File: src/rtl/rv_lsu_stage.sv
// rtl/rv_lsu_stage.sv - MEM stage / load-store unit between EX/MEM and MEM/WB
//
// Optional feature macro: RV_LSU_MISALIGN_TRAP_EN (misaligned access detection)
//
// Ports:
//   i_lsu_clk, i_lsu_rst          clock, synchronous active-high reset
//   i_lsu_valid .. i_lsu_rf_wd_pre EX->MEM instruction fields
//   o_lsu_stall                    freeze IF..EX while a memory op is outstanding
//   o_lsu_rf_rd_fwd                non-load result forwarded to EX (combinational)
//   o_lsu_wb_*                     MEM/WB register outputs
//   o_lsu_dmem_* / i_lsu_dmem_*    req/gnt/rvalid data-memory port
//   o_lsu_misalign                 one-cycle misalign flag (only with RV_LSU_MISALIGN_TRAP_EN)
module rv_lsu_stage #(
  parameter int XLEN = 32
) (
  input  logic              i_lsu_clk,
  input  logic              i_lsu_rst,
  input  logic              i_lsu_valid,
  input  logic              i_lsu_is_load,
  input  logic              i_lsu_dmem_we,
  input  logic [XLEN-1:0]   i_lsu_alu_res,
  input  logic [XLEN-1:0]   i_lsu_dmem_wd,
  input  logic [2:0]        i_lsu_bytectrl,
  input  logic              i_lsu_rf_we,
  input  logic [4:0]        i_lsu_rf_wa,
  input  logic [XLEN-1:0]   i_lsu_rf_wd_pre,
  output logic              o_lsu_stall,
  output logic [XLEN-1:0]   o_lsu_rf_rd_fwd,
  output logic              o_lsu_wb_valid,
  output logic              o_lsu_wb_rf_we,
  output logic [4:0]        o_lsu_wb_rf_wa,
  output logic [XLEN-1:0]   o_lsu_wb_rf_wd,
  output logic              o_lsu_dmem_req,
  input  logic              i_lsu_dmem_gnt,
  output logic [XLEN-1:0]   o_lsu_dmem_a,
  output logic              o_lsu_dmem_we,
  output logic [XLEN/8-1:0] o_lsu_dmem_be,
  output logic [XLEN-1:0]   o_lsu_dmem_wd,
  input  logic              i_lsu_dmem_rvalid,
  input  logic [XLEN-1:0]   i_lsu_dmem_rd
`ifdef RV_LSU_MISALIGN_TRAP_EN
  ,
  output logic              o_lsu_misalign
`endif
);

  localparam int NB   = XLEN / 8;
  localparam int OFFW = $clog2(NB);
  localparam int NH   = NB / 2;
  localparam int NW   = NB / 4;

  typedef enum logic {IDLE, RSP} state_t;

  state_t            state_q, state_d;
  logic [OFFW-1:0]   off, off_q;
  logic [2:0]        bctl_q;
  logic              mop, mis_op;
  logic              req, stall, done, load_done, mis_ev;
  logic [NB-1:0]     be_base;
  logic [XLEN-1:0]   wd_rep;
  logic [XLEN-1:0]   sh, fld, ld_ext;
  logic [1:0]        sz_eff;
  logic [6:0]        ext_amt;

  assign mop = i_lsu_valid & (i_lsu_is_load | i_lsu_dmem_we);
  assign off = i_lsu_alu_res[OFFW-1:0];

`ifdef RV_LSU_MISALIGN_TRAP_EN
  logic [OFFW-1:0] sz_mask;
  logic            mis_q;

  // Byte-offset bits that must be zero for the access size; D folds to W when XLEN=32.
  always_comb begin
    sz_mask = '0;
    case (i_lsu_bytectrl[1:0])
      2'b00:   sz_mask = OFFW'(0);
      2'b01:   sz_mask = OFFW'(1);
      2'b10:   sz_mask = OFFW'(3);
      default: sz_mask = OFFW'(7);
    endcase
  end
  assign mis_op         = mop & (|(off & sz_mask));
  assign o_lsu_misalign = mis_q;
`else
  assign mis_op = 1'b0;
`endif

  // Store lane generation: base enable shifted into place, data replicated to every lane.
  always_comb begin
    be_base = '0;
    wd_rep  = i_lsu_dmem_wd;
    case (i_lsu_bytectrl[1:0])
      2'b00: begin
        be_base = NB'(1);
        wd_rep  = {NB{i_lsu_dmem_wd[7:0]}};
      end
      2'b01: begin
        be_base = NB'(3);
        wd_rep  = {NH{i_lsu_dmem_wd[15:0]}};
      end
      2'b10: begin
        be_base = NB'(15);
        wd_rep  = {NW{i_lsu_dmem_wd[31:0]}};
      end
      default: begin
        be_base = NB'(255);
        wd_rep  = i_lsu_dmem_wd;
      end
    endcase
  end

  assign o_lsu_dmem_a    = {i_lsu_alu_res[XLEN-1:OFFW], {OFFW{1'b0}}};
  assign o_lsu_dmem_be   = be_base << off;
  assign o_lsu_dmem_wd   = wd_rep;
  assign o_lsu_dmem_req  = req;
  assign o_lsu_dmem_we   = req & i_lsu_dmem_we & ~i_lsu_is_load;
  assign o_lsu_stall     = stall;
  assign o_lsu_rf_rd_fwd = i_lsu_rf_wd_pre;

  // Load extraction: move the addressed field to bit 0, then push it to the top and
  // shift back down, logically or arithmetically, to zero- or sign-extend in one step.
  assign sh = i_lsu_dmem_rd >> {off_q, 3'b000};

  always_comb begin
    sz_eff = bctl_q[1:0];
    if (XLEN == 32 && sz_eff == 2'b11) sz_eff = 2'b10;
    ext_amt = 7'(XLEN) - (7'd8 << sz_eff);
    fld     = sh << ext_amt;
    ld_ext  = bctl_q[2] ? (fld >> ext_amt) : XLEN'($signed(fld) >>> ext_amt);
  end

  always_comb begin
    state_d   = state_q;
    req       = 1'b0;
    stall     = 1'b0;
    done      = 1'b0;
    load_done = 1'b0;
    mis_ev    = 1'b0;
    case (state_q)
      IDLE: begin
        if (i_lsu_valid) begin
          if (!mop) begin
            done = 1'b1;
          end else if (mis_op) begin
            mis_ev = 1'b1;
          end else begin
            req = 1'b1;
            if (!i_lsu_dmem_gnt) begin
              stall = 1'b1;
            end else if (i_lsu_is_load) begin
              stall   = 1'b1;
              state_d = RSP;
            end else begin
              done = 1'b1;
            end
          end
        end
      end
      RSP: begin
        stall = ~i_lsu_dmem_rvalid;
        if (i_lsu_dmem_rvalid) begin
          done      = 1'b1;
          load_done = 1'b1;
          state_d   = IDLE;
        end
      end
      default: state_d = IDLE;
    endcase
  end

  always_ff @(posedge i_lsu_clk) begin
    if (i_lsu_rst) begin
      state_q        <= IDLE;
      off_q          <= '0;
      bctl_q         <= '0;
      o_lsu_wb_valid <= 1'b0;
      o_lsu_wb_rf_we <= 1'b0;
      o_lsu_wb_rf_wa <= '0;
      o_lsu_wb_rf_wd <= '0;
`ifdef RV_LSU_MISALIGN_TRAP_EN
      mis_q          <= 1'b0;
`endif
    end else begin
      state_q <= state_d;
      if (req && i_lsu_dmem_gnt && i_lsu_is_load) begin
        off_q  <= off;
        bctl_q <= i_lsu_bytectrl;
      end
      o_lsu_wb_valid <= done | mis_ev;
      o_lsu_wb_rf_we <= done & i_lsu_rf_we;
      if (done) begin
        o_lsu_wb_rf_wa <= i_lsu_rf_wa;
        o_lsu_wb_rf_wd <= load_done ? ld_ext : i_lsu_rf_wd_pre;
      end
`ifdef RV_LSU_MISALIGN_TRAP_EN
      mis_q <= mis_ev;
`endif
    end
  end

endmodule

File: config.mk
export PLATFORM = sky130hd
export DESIGN_NAME = rv_lsu_stage
export DESIGN_NICKNAME = d
export VERILOG_FILES = /design/src/rtl/rv_lsu_stage.sv
export SDC_FILE = /design/constraint.sdc
export NUM_CORES = 1
export LEC_CHECK = 0
export CORE_ASPECT_RATIO = 0.8
export CORE_MARGIN = 2
export CORE_UTILIZATION = 27
export CTS_CLUSTER_DIAMETER = 100
export DETAILED_ROUTE_END_ITERATION = 10
export PLACE_DENSITY = 0.69
export SYNTH_ARGS = -nofsm -noshare
export SYNTH_HDL_FRONTEND = slang
export SYNTH_SLANG_ARGS = --single-unit
File: constraint.sdc
create_clock -name i_lsu_clk -period 2.1 [get_ports i_lsu_clk]
set_clock_uncertainty 0.1 [all_clocks]
set_input_delay 0.21 -clock i_lsu_clk [delete_from_list [all_inputs] [get_ports i_lsu_clk]]
set_output_delay 0.21 -clock i_lsu_clk [all_outputs]
set_load 0.01 [all_outputs]
==> reports/results.tsv, run 1 <==
metric	value	unit
nFillCells	1195	
nets	714	
numCtsBuffers	5	
dp_hpwl	10.5	mm
synth_edf_count	0	
clock_path_buffers	2	
drt_iter0_drc	110	
dr.pass1.iters	4	
syn_area	3450	sq um
pre_cts_slack	-79.1	ps
p_leak	2.18	nW
postSynthAreaPerCell	8.41	sq um
cts_tree	yes	
holdWs	320	ps
postLayoutCoreUtil	46.0	%
total_power	2.92	mW
cp-start-kind	input pin	
clk_latency	290	ps
multi_input_area	1870	sq um
drv_cap	0	
layout-drive-gt1-share	11.4	%
setup_violations	0	
final_cell_mix	215 x clkdlybuf4s50_1, 56 x mux2i_1, 45 x dfxtp_1	
globalplace.congestion	0.781	
max_freq	0.484	GHz
grt_pass1_wl	18.8	mm
cp.required	1790	ps
num_vias	3537	
port_buffers	223	
critPathMaxFanout	18	
cts_root_buf	clkbuf_16	
antenna_found_initial	0	
grt_pass1_vias	3570	
wl_per_cell	17.2	um
grt_use_total	17.8	%
slew_violations	0	
synth_top_cell_area_share	26.1	%
period_share	98.3	%
ant_nets	0	
yosysUniqueCellTypes	37	
die_area	13700	sq um
hold_class	input pin to output port	
min_period	2060	ps
syn_inst	410	
grt_max_degree	33	
regArea	901	sq um
hold_start	i_lsu_alu_res[2]	
row_count	36	
path_class	input pin to output port	
layout_commonest_cell	clkdlybuf4s50_1	
wirelength	12.8	mm
synth_seq_cells	45	
cts_num_sinks	45	
end_kind	output port	
synth-warning-count	0	
critPathLaunch	i_lsu_bytectrl[1]	
seq_area_frac_synth	26.1	%
pin_count	286	
core	12300	sq um
htree_levels	2	
power_per_cell_area	515	nW/um^2
async_flop_share	0	%
yosys.area.top_type	dfxtp_1	
rr_startpoint	off_q[0]$_SDFFE_PP0P_	
start_util	28.0	%
post_drt_via_cell_ratio	4.77	
syn_to_final_growth	64.5	%
finalWorstSetupSlack	35.7	ps
synth_ff_type	dfxtp_1	
critical_path_arrival	1750	ps
grt_remaining_overflow	0	
hold_viol	0	
antennaDiodeCount	0	
drcViolationCount	0	
status	complete, no violations	
die_w	130	um
ys_top_cells_by_area	dfxtp_1 26%, buf_4 16%, mux2i_1 16%, mux2_2 7.2%, a21oi_1 4.2%	
tightest_slew	592	ps
die_h	105	um
ir_worst_vdd	0.274	mV
relSlewSlack	60.5	%
cell families (layout without fill, tap and decap cells):
kind of cell	count (synthesis)	count (layout)	synth area share [%]
other	1	2	0.109
AOI/OAI and AO/OA	101	101	18.9
and+or+nand+nor	83	83	11.2
DFF	45	45	26.1
muxes	79	79	24.1
buffers and inverters	101	261	19.7
metal layers:
metal	global-route usage, %	share of wire (%)	vias to the layer above
met5	0	0	-
met4	6.00	2.1	0
met3	4.92	8.0	19
met2	32.9	51	173
met1	19.4	39	1641
li1	-	-	1704
metrics by stage:
| step | std cells | setup TNS [ps] | cell area, sq um |
|---|---|---|---|
| after global placement | 731 | -670 | 5440 |
| final | 742 | 0 | 5670 |
| after floorplan | 411 | 0 | 3450 |
| after detailed placement | 731 | -741 | 5440 |
| after CTS | 739 | 0 | 5630 |
| after global routing | 742 | -15.6 | 5670 |
repair_timing:
item,in CTS,in global routing
hold buffers,0,0
endpoints found under the setup margin,16,9
gates resized for setup,2,7
buffers inserted,0,3
power by group:
group	leakage (nW)	internal (mW)	switching, mW
Sequential	0.367	0.902	0.0293
Clock	0.0944	0.686	0.351
Combinational	1.71	0.575	0.378
Total	2.18	2.16	0.758
flip-flops by register name, indices dropped and copies added, names as in the netlist:
name	flops
bctl_q	3
o_lsu_wb_rf_wa	5
o_lsu_wb_rf_wd	32
o_lsu_wb_rf_we	1
o_lsu_wb_valid	1
off_q	2
state_q	1
Yosys cell counts, types with 2 or more instances:
cell type,count
a211o_1,8
a211oi_1,17
a21oi_1,29
a221oi_1,5
and2_1,2
buf_1,2
buf_2,7
buf_4,75
clkbuf_1,12
dfxtp_1,45
inv_1,2
mux2_2,22
mux2i_1,56
nand2_1,37
nand2b_1,4
nand2b_4,2
nor2_1,23
nor2b_1,10
o21ai_0,24
o22ai_1,11
final cells by class:
cell class	count	area share, %
repair buffers	250	43.7
multi-input cells	265	33.0
flip-flops and latches	45	15.9
well taps	171	3.77
clock buffers	5	2.21
clock inverters	3	1.21
inverters	3	0.198
path summary, 6_finish.rpt:
check	end	slack [ps]	cells past startpoint
worst max-delay path	o_lsu_dmem_wd[21]	40	4
worst min-delay path	o_lsu_dmem_a[2]	320	0
worst max register to register	o_lsu_wb_rf_wd[11]$_SDFFE_PP0P_	190	5
worst min register to register	o_lsu_wb_rf_wd[26]$_SDFFE_PP0P_	380	2
worst max-delay path: stages:
cell             delay, ps
clkdlybuf4s50_1        510
buf_6                  190
mux2_2                 350
clkdlybuf4s50_1        490
(Power assumes the default switching activity.)
==> run 2: changes to the inputs <==
- CORE_MARGIN: 2 -> unset
- SLEW_MARGIN: unset -> 20
==> run 2 against run 1 <==
Effect of this change:
- global-route usage increased by 0.36 points
- largest cell class unchanged
- sequential share of layout area increased by 0.18 points
- largest power group is now combinational logic
- critical path type unchanged
- clock-buffer cell count increased by 1
- wire length decreased by 3.3%
==> reports/results.tsv, run 2 (synthesis results as in run 1) <==
metric	value	unit	change
pin_count	286		unchanged
antenna_found_initial	0		unchanged
clock_path_buffers	2		unchanged
busiest_layer	met2		unchanged
drt_iter0_drc	99		was 110
cp.required	1790	ps	about the same
die_w	128	um	was 130 um
path_class	input pin to output port		unchanged
slowest_delay	590	ps	was 510 ps
grt_remaining_overflow	0		unchanged
grt_use_met1	19.0	%	was 19.4%
tightest_slew	570	ps	was 592 ps
largest_registers	o_lsu_wb_rf_wd x32, o_lsu_wb_rf_wa x5, bctl_q x3		unchanged
top_register	o_lsu_wb_rf_wd		unchanged
ant_nets	0		unchanged
numCtsBuffers	5		unchanged
drv_cap	0		unchanged
cp-start-kind	input pin		unchanged
nets	708		was 714
drcViolationCount	0		unchanged
stdcell_count	736		was 742
total_power	2.70	mW	was 2.92 mW
grt_pass1_vias	3488		was 3570
rsz0062_at_grt	false		
slowest_stage	clkdlybuf4s50_1		unchanged
start_util	28.1	%	was 28.0%
globalplace.congestion	0.831		was 0.781
critPathMaxFanout	12		was 18
crit_top_cell	clkdlybuf4s50_1		unchanged
postLayoutCoreUtil	45.6	%	was 46.0%
die_area	13200	sq um	was 13700 sq um
setup_violations	0		unchanged
final_cell_mix	214 x clkdlybuf4s50_1, 56 x mux2i_1, 45 x dfxtp_1		was 215 x clkdlybuf4s50_1, 56 x mux2i_1, 45 x dfxtp_1
holdBufCountCts	0		unchanged
num_vias	3554		was 3537
hold_viol	0		unchanged
relSlewSlack	61.9	%	was 60.5%
met3_usage	4.67	%	was 4.92%
end_kind	output port		unchanged
wirelength	12.4	mm	was 12.8 mm
grt_max_degree	33		unchanged
p_leak	2.12	nW	was 2.18 nW
power_per_cell_area	481	nW/um^2	was 515 nW/um^2
cts_root_buf	clkbuf_16		unchanged
row_count	36		unchanged
syn_to_final_growth	62.6	%	was 64.5%
dp_hpwl	10.1	mm	was 10.5 mm
path_cells	clkdlybuf4s50_1 > buf_6 > mux2i_1 > o21ai_0 > clkdlybuf4s50_1		was clkdlybuf4s50_1 > buf_6 > mux2_2 > clkdlybuf4s50_1
slew_violations	0		unchanged
port_buffers	223		unchanged
die_h	103	um	was 105 um
max_freq	0.489	GHz	was 0.484 GHz
ir_worst_vdd	0.330	mV	was 0.274 mV
largest_reg_flops	32		unchanged
critical_path_arrival	1730	ps	was 1750 ps
grt_pass1_wl	18.2	mm	was 18.8 mm
min_period	2040	ps	was 2060 ps
grt_use_total	18.2	%	was 17.8%
wl_per_cell	16.8	um	was 17.2 um
path_buf_inv	3		unchanged
layout_commonest_cell	clkdlybuf4s50_1		unchanged
dp.cells	726		was 731
cts_tree	yes		unchanged
htree_levels	2		unchanged
dpl-instance-area	5430	sq um	was 5440 sq um
hold_class	input pin to output port		unchanged
use_met2	35.3	%	was 32.9%
clk_latency	290	ps	about the same
tns	0	ps	unchanged
period_share	97.3	%	was 98.3%
dr.pass1.iters	4		unchanged
core	12300	sq um	about the same
stdcell_area	5610	sq um	was 5670 sq um
status	complete, no violations		unchanged
layout-drive-gt1-share	10.6	%	was 11.4%
cts_num_sinks	45		unchanged
post_drt_via_cell_ratio	4.83		was 4.77
crit_family	buffers and inverters		unchanged
antennaDiodeCount	0		unchanged
-- run 2: layout make-up --
type | instances | area, sq um
clock inverter | 2 | 13.8
timing repair buffer | 244 | 2450
clock buffer | 6 | 139
sequential | 45 | 901
inverter | 3 | 11.3
fill | 1199 | 6690
multi-input combinational | 265 | 1880
tap | 171 | 214
-- run 2: worst reg2reg max path, delay by kind of cell (launching register included) --
family,cells,cell delay [ps]
AOI/OAI and AO/OA,3,520
buffers and inverters,1,150
DFF,1,480
muxes,1,380
and+or+nand+nor,1,170
-- run 2: repair_timing --
action / in CTS / in global routing
setup buffers: 0 / 2
resized for setup: 6 / 7
pin swaps: 0 / 2
setup endpoints to repair: 8 / 22
gates cloned: 0 / 0
-- run 2: layer usage --
layer | vias up | part of all wire, %
met3 | 26 | 8.0
met4 | 0 | 2.3
met5 | - | 0
met2 | 177 | 52
met1 | 1656 | 37
li1 | 1695 | -
-- run 2: worst paths after layout --
kind / startpoint / end / slack (ps) / depth (start not counted)
min: i_lsu_alu_res[18] / o_lsu_dmem_a[18] / 320 / 0
max reg2reg: off_q[1]$_SDFFE_PP0P_ / o_lsu_wb_rf_wd[28]$_SDFFE_PP0P_ / 160 / 6
max: i_lsu_bytectrl[0] / o_lsu_dmem_wd[31] / 60 / 5
min reg2reg: o_lsu_wb_rf_wd[23]$_SDFFE_PP0P_ / o_lsu_wb_rf_wd[23]$_SDFFE_PP0P_ / 380 / 2
-- run 2: power breakdown --
group | internal, mW | total (mW) | switching [mW] | leakage [nW]
sequential | 0.902 | 0.933 | 0.0312 | 0.367
combinational | 0.570 | 0.944 | 0.374 | 1.68
clock | 0.474 | 0.819 | 0.345 | 0.0768
-- run 2: per-stage QoR --
stage	setup slack, ps	hold slack [ps]
after global placement	-56.6	320
after detailed placement	-68.5	320
after floorplan	408	232
final	57.0	320
after global routing	1.70	320
after CTS	3.23	320
==> run 3: changes to the inputs <==
--- a/config.mk
+++ b/config.mk
@@ -7,3 +7,4 @@
 export LEC_CHECK = 0
-export CORE_ASPECT_RATIO = 0.8
+export CORE_ASPECT_RATIO = 0.9
+export CORE_MARGIN = 2
 export CORE_UTILIZATION = 27
--- a/constraint.sdc
+++ b/constraint.sdc
@@ -4,2 +4,2 @@
 set_output_delay 0.21 -clock i_lsu_clk [all_outputs]
-set_load 0.01 [all_outputs]
+set_load 0.02 [all_outputs]
==> run 3 against run 2 <==
Effect of this change:
- first-iteration DRC count rose by 88%
- utilization fell by 1.6 points
- design area shrank 1.2%
- total power up 2.9%
- clock power up 0.9%
- die area increased by 3.5%
- critical endpoint is now o_lsu_dmem_be[1]
- register-to-register slack improved by 60 ps
- sequential cell count stayed put
- maximum frequency up 1.4%
- critical path type unchanged
- non-clock buffer count up 1
- largest power group unchanged
- wire length decreased by 1.7%
- clock-buffer cell count stayed put
==> reports/results.tsv, run 3 (synthesis results as in run 1) <==
metric	value	unit	change
grt_use_total	17.0	%	was 18.2%
die_area	13700	sq um	was 13200 sq um
cp.required	1790	ps	about the same
cts_tree	yes		unchanged
max_freq	0.496	GHz	was 0.489 GHz
tightest_slew	525	ps	was 570 ps
whs_path_depth	0		unchanged
clock_path_buffers	2		unchanged
ir_worst_vdd	0.243	mV	was 0.330 mV
cts_root_buf	clkbuf_16		unchanged
row_count	39		was 36
clk_latency	290	ps	about the same
numCtsBuffers	5		unchanged
critical_path_arrival	1700	ps	was 1730 ps
dp.cells	722		was 726
critPathMaxFanout	28		was 12
final_cell_mix	198 x clkdlybuf4s50_1, 56 x mux2i_1, 45 x dfxtp_1		was 214 x clkdlybuf4s50_1, 56 x mux2i_1, 45 x dfxtp_1
hold_viol	0		unchanged
cts_num_sinks	45		unchanged
nets	709		was 708
antennaDiodeCount	0		unchanged
min_period	2010	ps	was 2040 ps
core	12600	sq um	was 12300 sq um
htree_levels	2		unchanged
start_util	27.4	%	was 28.1%
syn_to_final_growth	60.8	%	was 62.6%
dpl-instance-area	5410	sq um	was 5430 sq um
p_leak	2.11	nW	was 2.12 nW
ant_nets	0		unchanged
die_h	111	um	was 103 um
total_power	2.77	mW	was 2.70 mW
pin_count	286		unchanged
grt_max_degree	33		unchanged
grt_pass1_vias	3583		was 3488
slowest_delay	610	ps	was 590 ps
wl_per_cell	16.6	um	was 16.8 um
tns	0	ps	unchanged
path_cells	clkdlybuf4s50_1 > buf_12 > nor3_1 > nor2_1 > clkdlybuf4s50_1		was clkdlybuf4s50_1 > buf_6 > mux2i_1 > o21ai_0 > clkdlybuf4s50_1
slew_violations	0		unchanged
reg2reg_to	o_lsu_wb_rf_wd[23]$_SDFFE_PP0P_		was o_lsu_wb_rf_wd[28]$_SDFFE_PP0P_
crit_top_cell	clkdlybuf4s50_1		unchanged
antenna_found_initial	0		unchanged
nFillCells	1257		was 1199
dr.pass1.iters	4		unchanged
top_register	o_lsu_wb_rf_wd		unchanged
stdcell_area	5550	sq um	was 5610 sq um
grt_remaining_overflow	0		unchanged
post_drt_via_cell_ratio	4.77		was 4.83
largest_registers	o_lsu_wb_rf_wd x32, o_lsu_wb_rf_wa x5, bctl_q x3		unchanged
port_buffers	223		unchanged
pre_cts_slack	-124	ps	was -68.5 ps
reg2reg_slack	220	ps	was 160 ps
drcViolationCount	0		unchanged
drt_iter0_drc	186		was 99
holdWs	320	ps	about the same
rr_worst_depth	5		was 6
largest_reg_flops	32		unchanged
hold_class	input pin to output port		unchanged
finalWorstSetupSlack	85.3	ps	was 57.0 ps
cp-start-kind	input pin		unchanged
die_w	123	um	was 128 um
rr_startpoint	off_q[1]$_SDFFE_PP0P_		unchanged
wirelength	12.2	mm	was 12.4 mm
globalplace.congestion	0.794		was 0.831
status	complete, no violations		unchanged
period_share	95.9	%	was 97.3%
layout_commonest_cell	clkdlybuf4s50_1		unchanged
grt_pass1_wl	18.4	mm	was 18.2 mm
setup_violations	0		unchanged
path_class	input pin to output port		unchanged
hold_end	o_lsu_dmem_a[14]		was o_lsu_dmem_a[18]
rsz0062_at_grt	false		unchanged
layout-drive-gt1-share	10.6	%	about the same
end_kind	output port		unchanged
slowest_stage	clkdlybuf4s50_1		unchanged
post_cts_buffers	0		unchanged
dp_hpwl	9.87	mm	was 10.1 mm
power_per_cell_area	500	nW/um^2	was 481 nW/um^2
stdcell_count	730		was 736
hold_start	i_lsu_alu_res[14]		was i_lsu_alu_res[18]
num_vias	3480		was 3554
relSlewSlack	65.0	%	was 61.9%
postLayoutCoreUtil	44.0	%	was 45.6%
drv_cap	0		unchanged
[run 3: cell types whose count changed in the layout (fill, tap and decap cells not counted), sizes merged]
cell / previous run / this run
buf: 21 / 22
clkdlybuf4s50: 214 / 198
clkinv: 3 / 1
clkinvlp: 0 / 1
dlygate4sd2: 5 / 23
dlymetal6s2s: 4 / 2
inv: 2 / 3
[run 3: worst max-delay path: cells and delay by family]
family,cells,cell delay [ps]
buffers and inverters,3,1340
and+or+nand+nor,2,140
[run 3: metal layers]
layer,track usage [%],share of wire [%],up-vias
met5,0,0,-
met4,5.61,2.1,0
met3,3.76,8.0,36
met2,32.1,51,159
met1,18.4,39,1592
li1,-,-,1693
[run 3: worst max-delay path by stage]
stage | startpoint | endpoint | slack, ps | depth (start not counted)
final | i_lsu_bytectrl[1] | o_lsu_dmem_be[1] | 90 | 5
after global routing | i_lsu_bytectrl[1] | o_lsu_dmem_be[1] | 3 | 5
after CTS | i_lsu_bytectrl[1] | o_lsu_dmem_be[2] | 20 | 5
after detailed placement | i_lsu_bytectrl[0] | o_lsu_dmem_wd[30] | -120 | 5
after global placement | i_lsu_bytectrl[0] | o_lsu_dmem_wd[30] | -110 | 5
after floorplan | off_q[1]$_SDFFE_PP0P_ | o_lsu_wb_rf_wd[17]$_SDFFE_PP0P_ | 410 | 6
[run 3: timing repair]
| action | CTS | global route |
|---|---|---|
| resized for setup | 23 | 2 |
| endpoints found under the setup margin | 23 | 2 |
| hold buffers | 0 | 0 |
[run 3: power breakdown]
part / leakage (nW) / internal (mW) / switching (mW)
clock: 0.0735 / 0.478 / 0.348
sequential: 0.367 / 0.902 / 0.0298
combinational: 1.67 / 0.547 / 0.470
[run 3: final cells by class]
class                      instances  area, sq um  area share [%]
clock buffer                       6          139            2.50
sequential                        45          901            16.2
inverter                           3         11.3           0.203
clock inverter                     2         16.3           0.293
multi-input combinational        265         1870            33.8
timing repair buffer             245         2400            43.3
tap                              164          205            3.70
